[src/rtl/bjt_uart_pkg.sv]
// Shared definitions for the host-to-board UART command receiver.
// Holds the default sync marker, both FSM encodings, packet field
// positions and the bit-period helper.
package bjt_uart_pkg;

  // Packet start marker used when the top level is not overridden
  localparam logic [7:0] SYNC_BYTE_DEFAULT = 8'hA5;

  // Byte positions inside a 5-byte command packet
  localparam int PKT_SYNC = 0;
  localparam int PKT_ADDR = 1;
  localparam int PKT_DH   = 2;
  localparam int PKT_DL   = 3;
  localparam int PKT_CHK  = 4;

  // Serial byte framing states
  typedef enum logic [2:0] {
    BS_IDLE,
    BS_START,
    BS_DATA,
    BS_STOP,
    BS_BREAK
  } byte_state_e;

  // Packet assembly states; each encoding equals the index of the byte it waits for
  typedef enum logic [2:0] {
    PS_HUNT = 3'(PKT_SYNC),
    PS_ADDR = 3'(PKT_ADDR),
    PS_DH   = 3'(PKT_DH),
    PS_DL   = 3'(PKT_DL),
    PS_CHK  = 3'(PKT_CHK)
  } pkt_state_e;

  // Clocks per serial bit, truncated
  function automatic int calc_bit_cnt(input int clk_freq, input int baud);
    return clk_freq / baud;
  endfunction

endpackage

[src/rtl/uart_rx_byte.sv]
// 8N1 serial byte deserialiser with 2-flop input synchroniser.
// Latency: rx_valid_o one cycle after the mid-stop-bit sample (~9.5 bits + 3 clocks after start edge).
// Backpressure: none; rx_valid_o/frame_err_o are unconditional single-cycle strobes.
module uart_rx_byte
  import bjt_uart_pkg::*;
#(
  parameter int BIT_CNT = 434
) (
  input  logic       clk_i,
  input  logic       rst_ni,
  input  logic       rx_i,
  output logic [7:0] rx_data_o,
  output logic       rx_valid_o,
  output logic       frame_err_o
);

  localparam int CW = $clog2(BIT_CNT + 1);
  localparam logic [CW-1:0] CNT_FULL = CW'(BIT_CNT);
  localparam logic [CW-1:0] CNT_HALF = CW'(BIT_CNT / 2);

  logic          sync1_q, rx_s_q, rx_prev_q;
  byte_state_e   state_q, state_d;
  logic [CW-1:0] cnt_q, cnt_d;
  logic [2:0]    bit_idx_q, bit_idx_d;
  logic [7:0]    shift_q, shift_d;
  logic [7:0]    rx_data_q, rx_data_d;
  logic          rx_valid_q, rx_valid_d;
  logic          frame_err_q, frame_err_d;
  logic          fall, tick;

  // Synchronise the asynchronous line; idle-high preset so reset never looks like a start edge
  always_ff @(posedge clk_i or negedge rst_ni) begin
    if (!rst_ni) begin
      sync1_q   <= 1'b1;
      rx_s_q    <= 1'b1;
      rx_prev_q <= 1'b1;
    end else begin
      sync1_q   <= rx_i;
      rx_s_q    <= sync1_q;
      rx_prev_q <= rx_s_q;
    end
  end

  assign fall = rx_prev_q & ~rx_s_q;
  // Counter is reloaded on every expiry, so it lands on 1 exactly at each sample point
  assign tick = (cnt_q <= CW'(1));

  // Framing FSM: next state, sample point timing and shift register
  always_comb begin
    state_d     = state_q;
    cnt_d       = (cnt_q != '0) ? cnt_q - CW'(1) : cnt_q;
    bit_idx_d   = bit_idx_q;
    shift_d     = shift_q;
    rx_data_d   = rx_data_q;
    rx_valid_d  = 1'b0;
    frame_err_d = 1'b0;
    unique case (state_q)
      BS_IDLE: begin
        if (fall) begin
          cnt_d   = CNT_HALF;
          state_d = BS_START;
        end
      end
      BS_START: begin
        if (tick) begin
          if (!rx_s_q) begin
            cnt_d     = CNT_FULL;
            bit_idx_d = 3'd0;
            state_d   = BS_DATA;
          end else begin
            state_d   = BS_IDLE;
          end
        end
      end
      BS_DATA: begin
        if (tick) begin
          shift_d   = {rx_s_q, shift_q[7:1]};
          cnt_d     = CNT_FULL;
          bit_idx_d = bit_idx_q + 3'd1;
          if (bit_idx_q == 3'd7) begin
            state_d = BS_STOP;
          end
        end
      end
      BS_STOP: begin
        if (tick) begin
          if (rx_s_q) begin
            rx_data_d  = shift_q;
            rx_valid_d = 1'b1;
            state_d    = BS_IDLE;
          end else begin
            frame_err_d = 1'b1;
            state_d     = BS_BREAK;
          end
        end
      end
      BS_BREAK: begin
        if (rx_s_q) begin
          state_d = BS_IDLE;
        end
      end
      default: state_d = BS_IDLE;
    endcase
  end

  // FSM and datapath registers
  always_ff @(posedge clk_i or negedge rst_ni) begin
    if (!rst_ni) begin
      state_q     <= BS_IDLE;
      cnt_q       <= '0;
      bit_idx_q   <= 3'd0;
      shift_q     <= 8'h00;
      rx_data_q   <= 8'h00;
      rx_valid_q  <= 1'b0;
      frame_err_q <= 1'b0;
    end else begin
      state_q     <= state_d;
      cnt_q       <= cnt_d;
      bit_idx_q   <= bit_idx_d;
      shift_q     <= shift_d;
      rx_data_q   <= rx_data_d;
      rx_valid_q  <= rx_valid_d;
      frame_err_q <= frame_err_d;
    end
  end

  assign rx_data_o   = rx_data_q;
  assign rx_valid_o  = rx_valid_q;
  assign frame_err_o = frame_err_q;

endmodule

[src/rtl/uart_cmd_rx.sv]
// UART command receiver: assembles SYNC/ADDR/DH/DL/CHK packets into command strobes.
// Latency: cmd_valid/chk_err one cycle after the CHK byte's rx_valid.
// Backpressure: none; all strobes are unconditional, the host paces the line.
module uart_cmd_rx
  import bjt_uart_pkg::*;
#(
  parameter int         CLK_FREQ     = 50_000_000,
  parameter int         BAUD         = 115200,
  parameter logic [7:0] SYNC_BYTE    = SYNC_BYTE_DEFAULT,
  parameter int         TIMEOUT_BITS = 20
) (
  input  logic        globalclock,
  input  logic        rst,
  input  logic        uart_rx,
  output logic [7:0]  rx_data,
  output logic        rx_valid,
  output logic [7:0]  cmd_addr,
  output logic [15:0] cmd_data,
  output logic        cmd_valid,
  output logic        frame_err,
  output logic        chk_err,
  output logic        busy
);

  localparam int BIT_CNT = calc_bit_cnt(CLK_FREQ, BAUD);
  localparam int TMO_CYC = TIMEOUT_BITS * BIT_CNT;
  localparam int TW      = $clog2(TMO_CYC + 1);
  localparam logic [TW-1:0] TMO_LAST = TW'(TMO_CYC - 1);

  logic [7:0]  byte_dat;
  logic        byte_vld;
  logic        byte_ferr;

  pkt_state_e  pstate_q, pstate_d;
  logic [7:0]  addr_q, addr_d;
  logic [7:0]  dh_q, dh_d;
  logic [7:0]  dl_q, dl_d;
  logic [7:0]  cmd_addr_q, cmd_addr_d;
  logic [15:0] cmd_data_q, cmd_data_d;
  logic        cmd_valid_q, cmd_valid_d;
  logic        chk_err_q, chk_err_d;
  logic [TW-1:0] tmo_q, tmo_d;

  uart_rx_byte #(
    .BIT_CNT (BIT_CNT)
  ) u_byte (
    .clk_i       (globalclock),
    .rst_ni      (rst),
    .rx_i        (uart_rx),
    .rx_data_o   (byte_dat),
    .rx_valid_o  (byte_vld),
    .frame_err_o (byte_ferr)
  );

  // Packet FSM: byte staging, checksum compare and inter-byte timeout
  always_comb begin
    pstate_d    = pstate_q;
    addr_d      = addr_q;
    dh_d        = dh_q;
    dl_d        = dl_q;
    cmd_addr_d  = cmd_addr_q;
    cmd_data_d  = cmd_data_q;
    cmd_valid_d = 1'b0;
    chk_err_d   = 1'b0;
    tmo_d       = tmo_q;
    if (byte_vld) begin
      // A byte arriving in the expiry cycle takes priority over the timeout
      tmo_d = '0;
      unique case (pstate_q)
        PS_HUNT: if (byte_dat == SYNC_BYTE) pstate_d = PS_ADDR;
        PS_ADDR: begin
          addr_d   = byte_dat;
          pstate_d = PS_DH;
        end
        PS_DH: begin
          dh_d     = byte_dat;
          pstate_d = PS_DL;
        end
        PS_DL: begin
          dl_d     = byte_dat;
          pstate_d = PS_CHK;
        end
        PS_CHK: begin
          if (byte_dat == (addr_q ^ dh_q ^ dl_q)) begin
            cmd_addr_d  = addr_q;
            cmd_data_d  = {dh_q, dl_q};
            cmd_valid_d = 1'b1;
          end else begin
            chk_err_d   = 1'b1;
          end
          pstate_d = PS_HUNT;
        end
        default: pstate_d = PS_HUNT;
      endcase
    end else if (byte_ferr) begin
      pstate_d = PS_HUNT;
      tmo_d    = '0;
    end else if (pstate_q != PS_HUNT) begin
      if (tmo_q >= TMO_LAST) begin
        pstate_d = PS_HUNT;
        tmo_d    = '0;
      end else begin
        tmo_d    = tmo_q + TW'(1);
      end
    end else begin
      tmo_d = '0;
    end
  end

  // Packet state, staging and command output registers
  always_ff @(posedge globalclock or negedge rst) begin
    if (!rst) begin
      pstate_q    <= PS_HUNT;
      addr_q      <= 8'h00;
      dh_q        <= 8'h00;
      dl_q        <= 8'h00;
      cmd_addr_q  <= 8'h00;
      cmd_data_q  <= 16'h0000;
      cmd_valid_q <= 1'b0;
      chk_err_q   <= 1'b0;
      tmo_q       <= '0;
    end else begin
      pstate_q    <= pstate_d;
      addr_q      <= addr_d;
      dh_q        <= dh_d;
      dl_q        <= dl_d;
      cmd_addr_q  <= cmd_addr_d;
      cmd_data_q  <= cmd_data_d;
      cmd_valid_q <= cmd_valid_d;
      chk_err_q   <= chk_err_d;
      tmo_q       <= tmo_d;
    end
  end

  assign rx_data   = byte_dat;
  assign rx_valid  = byte_vld;
  assign frame_err = byte_ferr;
  assign cmd_addr  = cmd_addr_q;
  assign cmd_data  = cmd_data_q;
  assign cmd_valid = cmd_valid_q;
  assign chk_err   = chk_err_q;
  assign busy      = (pstate_q != PS_HUNT);

endmodule

[config.mk]
export PLATFORM = sky130hd
export DESIGN_NAME = uart_cmd_rx
export DESIGN_NICKNAME = d
export VERILOG_FILES = /design/src/rtl/bjt_uart_pkg.sv /design/src/rtl/uart_rx_byte.sv /design/src/rtl/uart_cmd_rx.sv
export SDC_FILE = /design/constraint.sdc
export NUM_CORES = 1
export LEC_CHECK = 0
export CAP_MARGIN = 20
export CORE_MARGIN = 1.5
export CORE_UTILIZATION = 42
export CTS_BUF_LIST = sky130_fd_sc_hd__clkbuf_4
export CTS_CLUSTER_SIZE = 40
export DETAILED_ROUTE_END_ITERATION = 16
export PLACE_DENSITY = 0.67
export SLEW_MARGIN = 20
export SYNTH_ARGS = -nofsm -noshare
export SYNTH_HDL_FRONTEND = slang
export SYNTH_SLANG_ARGS = --single-unit
[constraint.sdc]
create_clock -name globalclock -period 2.3 [get_ports globalclock]
set_input_delay 0.23 -clock globalclock [delete_from_list [all_inputs] [get_ports globalclock]]
set_output_delay 0.23 -clock globalclock [all_outputs]
set_load 0.02 [all_outputs]
# After elaboration in Yosys (flattened, before gate mapping)
# Index checks and enable logic that the tools add are counted.
# Widths: inputs -> output; s select.
[totals] ff_bits=103 in_bits=3 wordCells=104 output_inout_bits=37
[classes] n_mux=41 magnitude_cmp=2 n_addsub=3 n_bitwise=4 reduce_logical=16 eq_ne=19
[ops] op="$mux 14" n=4
[ops] op="$mux 3" n=15
[ops] op="$mux 9" n=5
[ops] op="$pmux 9 s3" n=1
[ops] op="$xor 8x8->8" n=2
[ops] op="$pmux 3 s5" n=1
[ops] op="$add 14x1->14 const B" n=1
[ops] op="$ge 14x14->1 const B" n=1
[ops] op="$eq 3x2->1 const B" n=4
[ops] op="$mux 1" n=12
[ops] op="$ne 2x1->1 const B" n=6
[ops] op="$pmux 3 s4" n=1
[ops] op="$eq 3x3->1 const B" n=3
[ops] op="$le 9x1->1 const B" n=1
[ops] op="$reduce_and 3->1" n=3
[ops] op="$reduce_bool 3->1" n=3
[ops] op="$reduce_bool 9->1" n=1
[ops] op="$sub 9x1->9 const B" n=1
[ops] op="$eq 8x8->1" n=1
[ops] op="$eq 8x8->1 const B" n=1
[ops] op="$reduce_and 2->1" n=4
[ops] op="$eq 3x1->1 const B" n=2
[ops] op="$logic_not 3->1" n=2
[ops] op="$pmux 3 s2" n=1
[ops] op="other kinds (9)" n=9

# Longest topological paths before layout
[depth] word_depth=6 depth_mapped=9

# Hierarchy
# From an unflattened synthesis, not the netlist that was laid out.
[unflattened] cells_unflattened=343 area_unflattened_um2=4608.2
[by_module_without_submodules] module="uart_cmd_rx" area_each_um2=2996.6 seq_area_each_um2=1676.6 cells_per_inst=218 instances=1
[by_module_without_submodules] module="uart_rx_byte" area_each_um2=1611.5 seq_area_each_um2=904.6 cells_per_inst=125 instances=1

# Worst setup path after synthesis
# No wires, ideal clock.
[synth_timing] path_kind="flip-flop to flip-flop" startpoint="reg u_byte.rx_data_q[5] (netlist: u_byte.rx_data_o[5])" endpoint="reg cmd_addr_q[2] (netlist: cmd_addr[2])" t_arrival_ns=1.824 setup_slack_ns=0.351 path_stages_with_launch=7 path_cell_list="dfrtp_1 xor2_1 xnor2_1 nor4_2 nand3b_2 buf_6 mux2_4"
[synth_between] elab_chain_len=2
[synth_lines] item="from (decl)" line="uart_rx_byte.sv:26" source="logic [7:0] rx_data_q, rx_data_d;"
[synth_lines] item="from (signal assigned)" line="uart_rx_byte.sv:121" source="rx_data_q <= rx_data_d;"
[synth_lines] item="$eq 8x8->1" line="uart_cmd_rx.sv:84" source="if (byte_dat == (addr_q ^ dh_q ^ dl_q)) begin"
[synth_lines] item="$reduce_and 3->1 (no source line)"
[synth_lines] item="to (signal assigned)" line="uart_cmd_rx.sv:127" source="cmd_addr_q <= cmd_addr_d;"
[synth_lines] item="to (decl)" line="uart_cmd_rx.sv:38" source="logic [7:0] cmd_addr_q, cmd_addr_d;"
# Every way passes these cells.
# A chain may end at the register's enable or synchronous reset.

# Final worst setup path
[layout_timing] startpoint="reg pstate_q[0]" endpoint="out busy"
[layout_between] elab_chain_len=1
[layout_lines] item="from (decl)" line="uart_cmd_rx.sv:34" source="pkt_state_e pstate_q, pstate_d;"
[layout_lines] item="from (signal assigned)" line="uart_cmd_rx.sv:123" source="pstate_q <= pstate_d;"
[layout_lines] item="$reduce_bool 3->1" line="uart_cmd_rx.sv:142" source="assign busy = (pstate_q != PS_HUNT);"
[layout_lines] item="to (decl)" line="uart_cmd_rx.sv:22" source="output logic busy"
# Every way passes these cells.

==> impl_metrics.toml <==
[run_status]
status = "complete, no violations"

[yosys]
ys_warn_count = 0
synth_ff_type = "dfrtp_1"
yosysTopAreaCell = "dfrtp_1"
yosysUniqueCellTypes = 44
yosysMostFrequentCell = "dfrtp_1"
syn-num-nets = 357
avgSynthCellArea_um2 = 13.1
ys_seq_area_share_pct = 56.5
yosys_register_bits = 103
synth-edff-count = 0
netlist_area_um2 = 4570
synth_area_leaders = "dfrtp_1 (55%), mux2_2 (11%), mux2_4 (6.2%)"
yosysTopAreaCellShare_pct = 54.8
ys_async_sr_fraction_pct = 100
syn_inst = 349
synth_common_cells = "dfrtp_1 (100), mux2_2 (46), nor2_1 (29)"

[sta]
rsz0062_at_grt = "no"
drv_slew = 0
fin_tns_setup_ns = 0
fmax_mhz = 464
post-route-period-util_pct = 93.6
tightest_slew_ns = 0.521
period_needed_ns = 2.15
setup_ws_ns = 0.147
setup_viol = 0
skew_ns = 0.0170
hold_viol_final = 0
relSlewSlack_pct = 65.2

[global_routing]
grt.total_usage_pct = 15.2
grt_pass1_vias = 2801
antenna_found_initial = 0
gr-total-overflow = 0
grt_pass1_wl_um = 13500
grt_max_degree = 45

[critical_path]
worstPathArrival_ns = 1.92
crit_path_start_kind = "register"
cp_num_buf_inv = 2
end_kind = "output pin"
critPathKind = "reg -> out"
crit_chain = "nor3_1 > inv_1 > clkdlybuf4s50_1"
required_ns = 2.07
critical-path-top-delay-family = "buffers and inverters"
worst_path_max_delay_cell = "clkdlybuf4s50_1"
cp_slowest_stage_delay_ns = 0.55
crit_fanout = 8

[floorplan]
dieArea_um2 = 11500
io_pins = 40
core_area_um2 = 10500
initial_core_util_pct = 43.7
fp-row-count = 37
dieHeight_um = 107
die_w_um = 107

[place]
gp_congestion = 0.724
place_area_um2 = 5180
portBuffers = 39
hpwl_um = 5600
pre_cts_slack_ns = 0.154

[clocking]
htreeDepth = 3
cts_sinks = 103
cts_tree = "done"
clk_path_buf_depth = 2
cts_root_buf = "clkbuf_4"
numCtsBuffers = 9
post_cts_buffers = 0
clk_pin_slew_ns = 0.15
clk_latency_ns = 0.45

[route]
wirelength_um = 7960
post_drt_wl_per_cell_um = 14.7
via_count = 2731
drt_iter0_drc = 107
drc_errors = 0
viasPerCell = 5.05
drt_first_pass_iters = 4
antenna_left = 0

[finish]
utilization_pct = 51.1
postLayoutCellArea_um2 = 5350
final_layout_size_suffix_gt1_share_pct = 25.7
multi_input_area_um2 = 1900
n_antenna_cell = 0
nNetsFinal = 409
seqCellArea_um2 = 2580
nFillCells = 935
syn_to_final_growth_pct = 17.1

[pwr]
power_mw = 3.39
cellLeakagePower_nw = 2.61
vdd_drop_max_mv = 0.527
powerDensity_nw_per_um2 = 633

[worst_hold_path]
hold_path.class = "in -> reg"

[flow_run]
cap_violations = 0
[worst reg2reg max path, cell delays in order (launching register included)]
cell,delay [ns]
dfrtp_1,0.49
xnor2_1,0.24
xnor2_1,0.11
nor4_2,0.38
nand3b_2,0.20
buf_12,0.22
mux2_4,0.31
[layout by cell type, fill, tap and decap left out, types with 3 or more instances in the layout]
cell type	n
nor3_1	3
dfstp_2	3
buf_4	11
nor2_1	29
nand4_1	4
o21ai_0	5
ha_1	5
a21oi_1	5
inv_1	9
nor2b_1	6
xor2_1	18
xnor2_1	25
clkbuf_4	10
dfrtp_1	100
clkdlybuf4s50_1	38
mux2_2	46
nor4_2	3
a22o_1	3
nand2_1	13
mux2_4	19
nand3_1	14
[layout make-up]
class	instances	area share, %
Tap cell	136	3.18
Sequential cell	103	48.2
Clock inverter	5	1.38
Timing Repair Buffer	52	9.59
Multi-Input combinational cell	226	35.6
Inverter	9	0.631
Clock buffer	10	1.40
[per-layer routing]
metal | share of wire, % | up-vias | wire length [µm] | track usage [%]
li1 | - | 1308 | - | -
met1 | 46 | 1365 | 3680 | 19.2
met2 | 49 | 50 | 3900 | 25.4
met3 | 3.4 | 8 | 270 | 3.81
met4 | 1.3 | 0 | 105 | 4.86
met5 | 0 | - | 0 | 0
[kinds of logic after synthesis]
kind of cell    Yosys count  share of synthesized area [%]
xor+xnor                 43                           8.24
simple gates             89                           10.6
flops                   103                           56.5
buf+inv                  20                           2.00
fa+ha+maj                 5                           1.37
compound gates           22                           3.31
mux                      67                           18.0
[power by group]
group / switching (mW) / leakage [nW] / internal, mW / total, mW
sequential: 0.107 / 1.40 / 1.90 / 2.01
combinational: 0.200 / 1.12 / 0.175 / 0.375
clock: 0.561 / 0.0837 / 0.442 / 1.00
total: 0.868 / 2.61 / 2.52 / 3.39
[flip-flops by register name (all words and copies together) (netlist names)]
register / count
u_byte.rx_prev_q: 1
cmd_data: 16
addr_q: 8
pstate_q: 3
cmd_addr: 8
u_byte.cnt_q: 9
u_byte.rx_valid_o: 1
u_byte.sync1_q: 1
u_byte.frame_err_o: 1
dh_q: 8
u_byte.shift_q: 8
cmd_valid: 1
u_byte.state_q: 3
u_byte.rx_data_o: 8
tmo_q: 14
dl_q: 8
u_byte.rx_s_q: 1
chk_err: 1
u_byte.bit_idx_q: 3
[stage by stage]
step	cells	hold slack [ns]
detailed placement	525	0.233
CTS	541	0.139
global route	541	0.128
global placement	525	0.231
finish	541	0.167
floorplan	349	-0.0656
[path summary, 6_finish.rpt]
kind	from	endpoint	slack, ns	cells past startpoint
max	pstate_q[0]	busy	0.15	3
min	uart_rx	u_byte.sync1_q	0.17	1
max reg2reg	u_byte.rx_data_o[4]	cmd_data[3]	0.25	6
min reg2reg	u_byte.sync1_q	u_byte.rx_s_q	0.37	0
max in group asynchronous	rst	tmo_q[8]	1.36	3
min in group asynchronous	rst	cmd_addr[5]	0.27	2
[what timing repair did]
item                       4_1_cts  5_1_grt
hold endpoints to repair        37        0
hold buffers                     1        0
setup endpoints to repair        0       10
gates resized for setup          0        1
No activity file was read; power rests on OpenSTA's default activity.
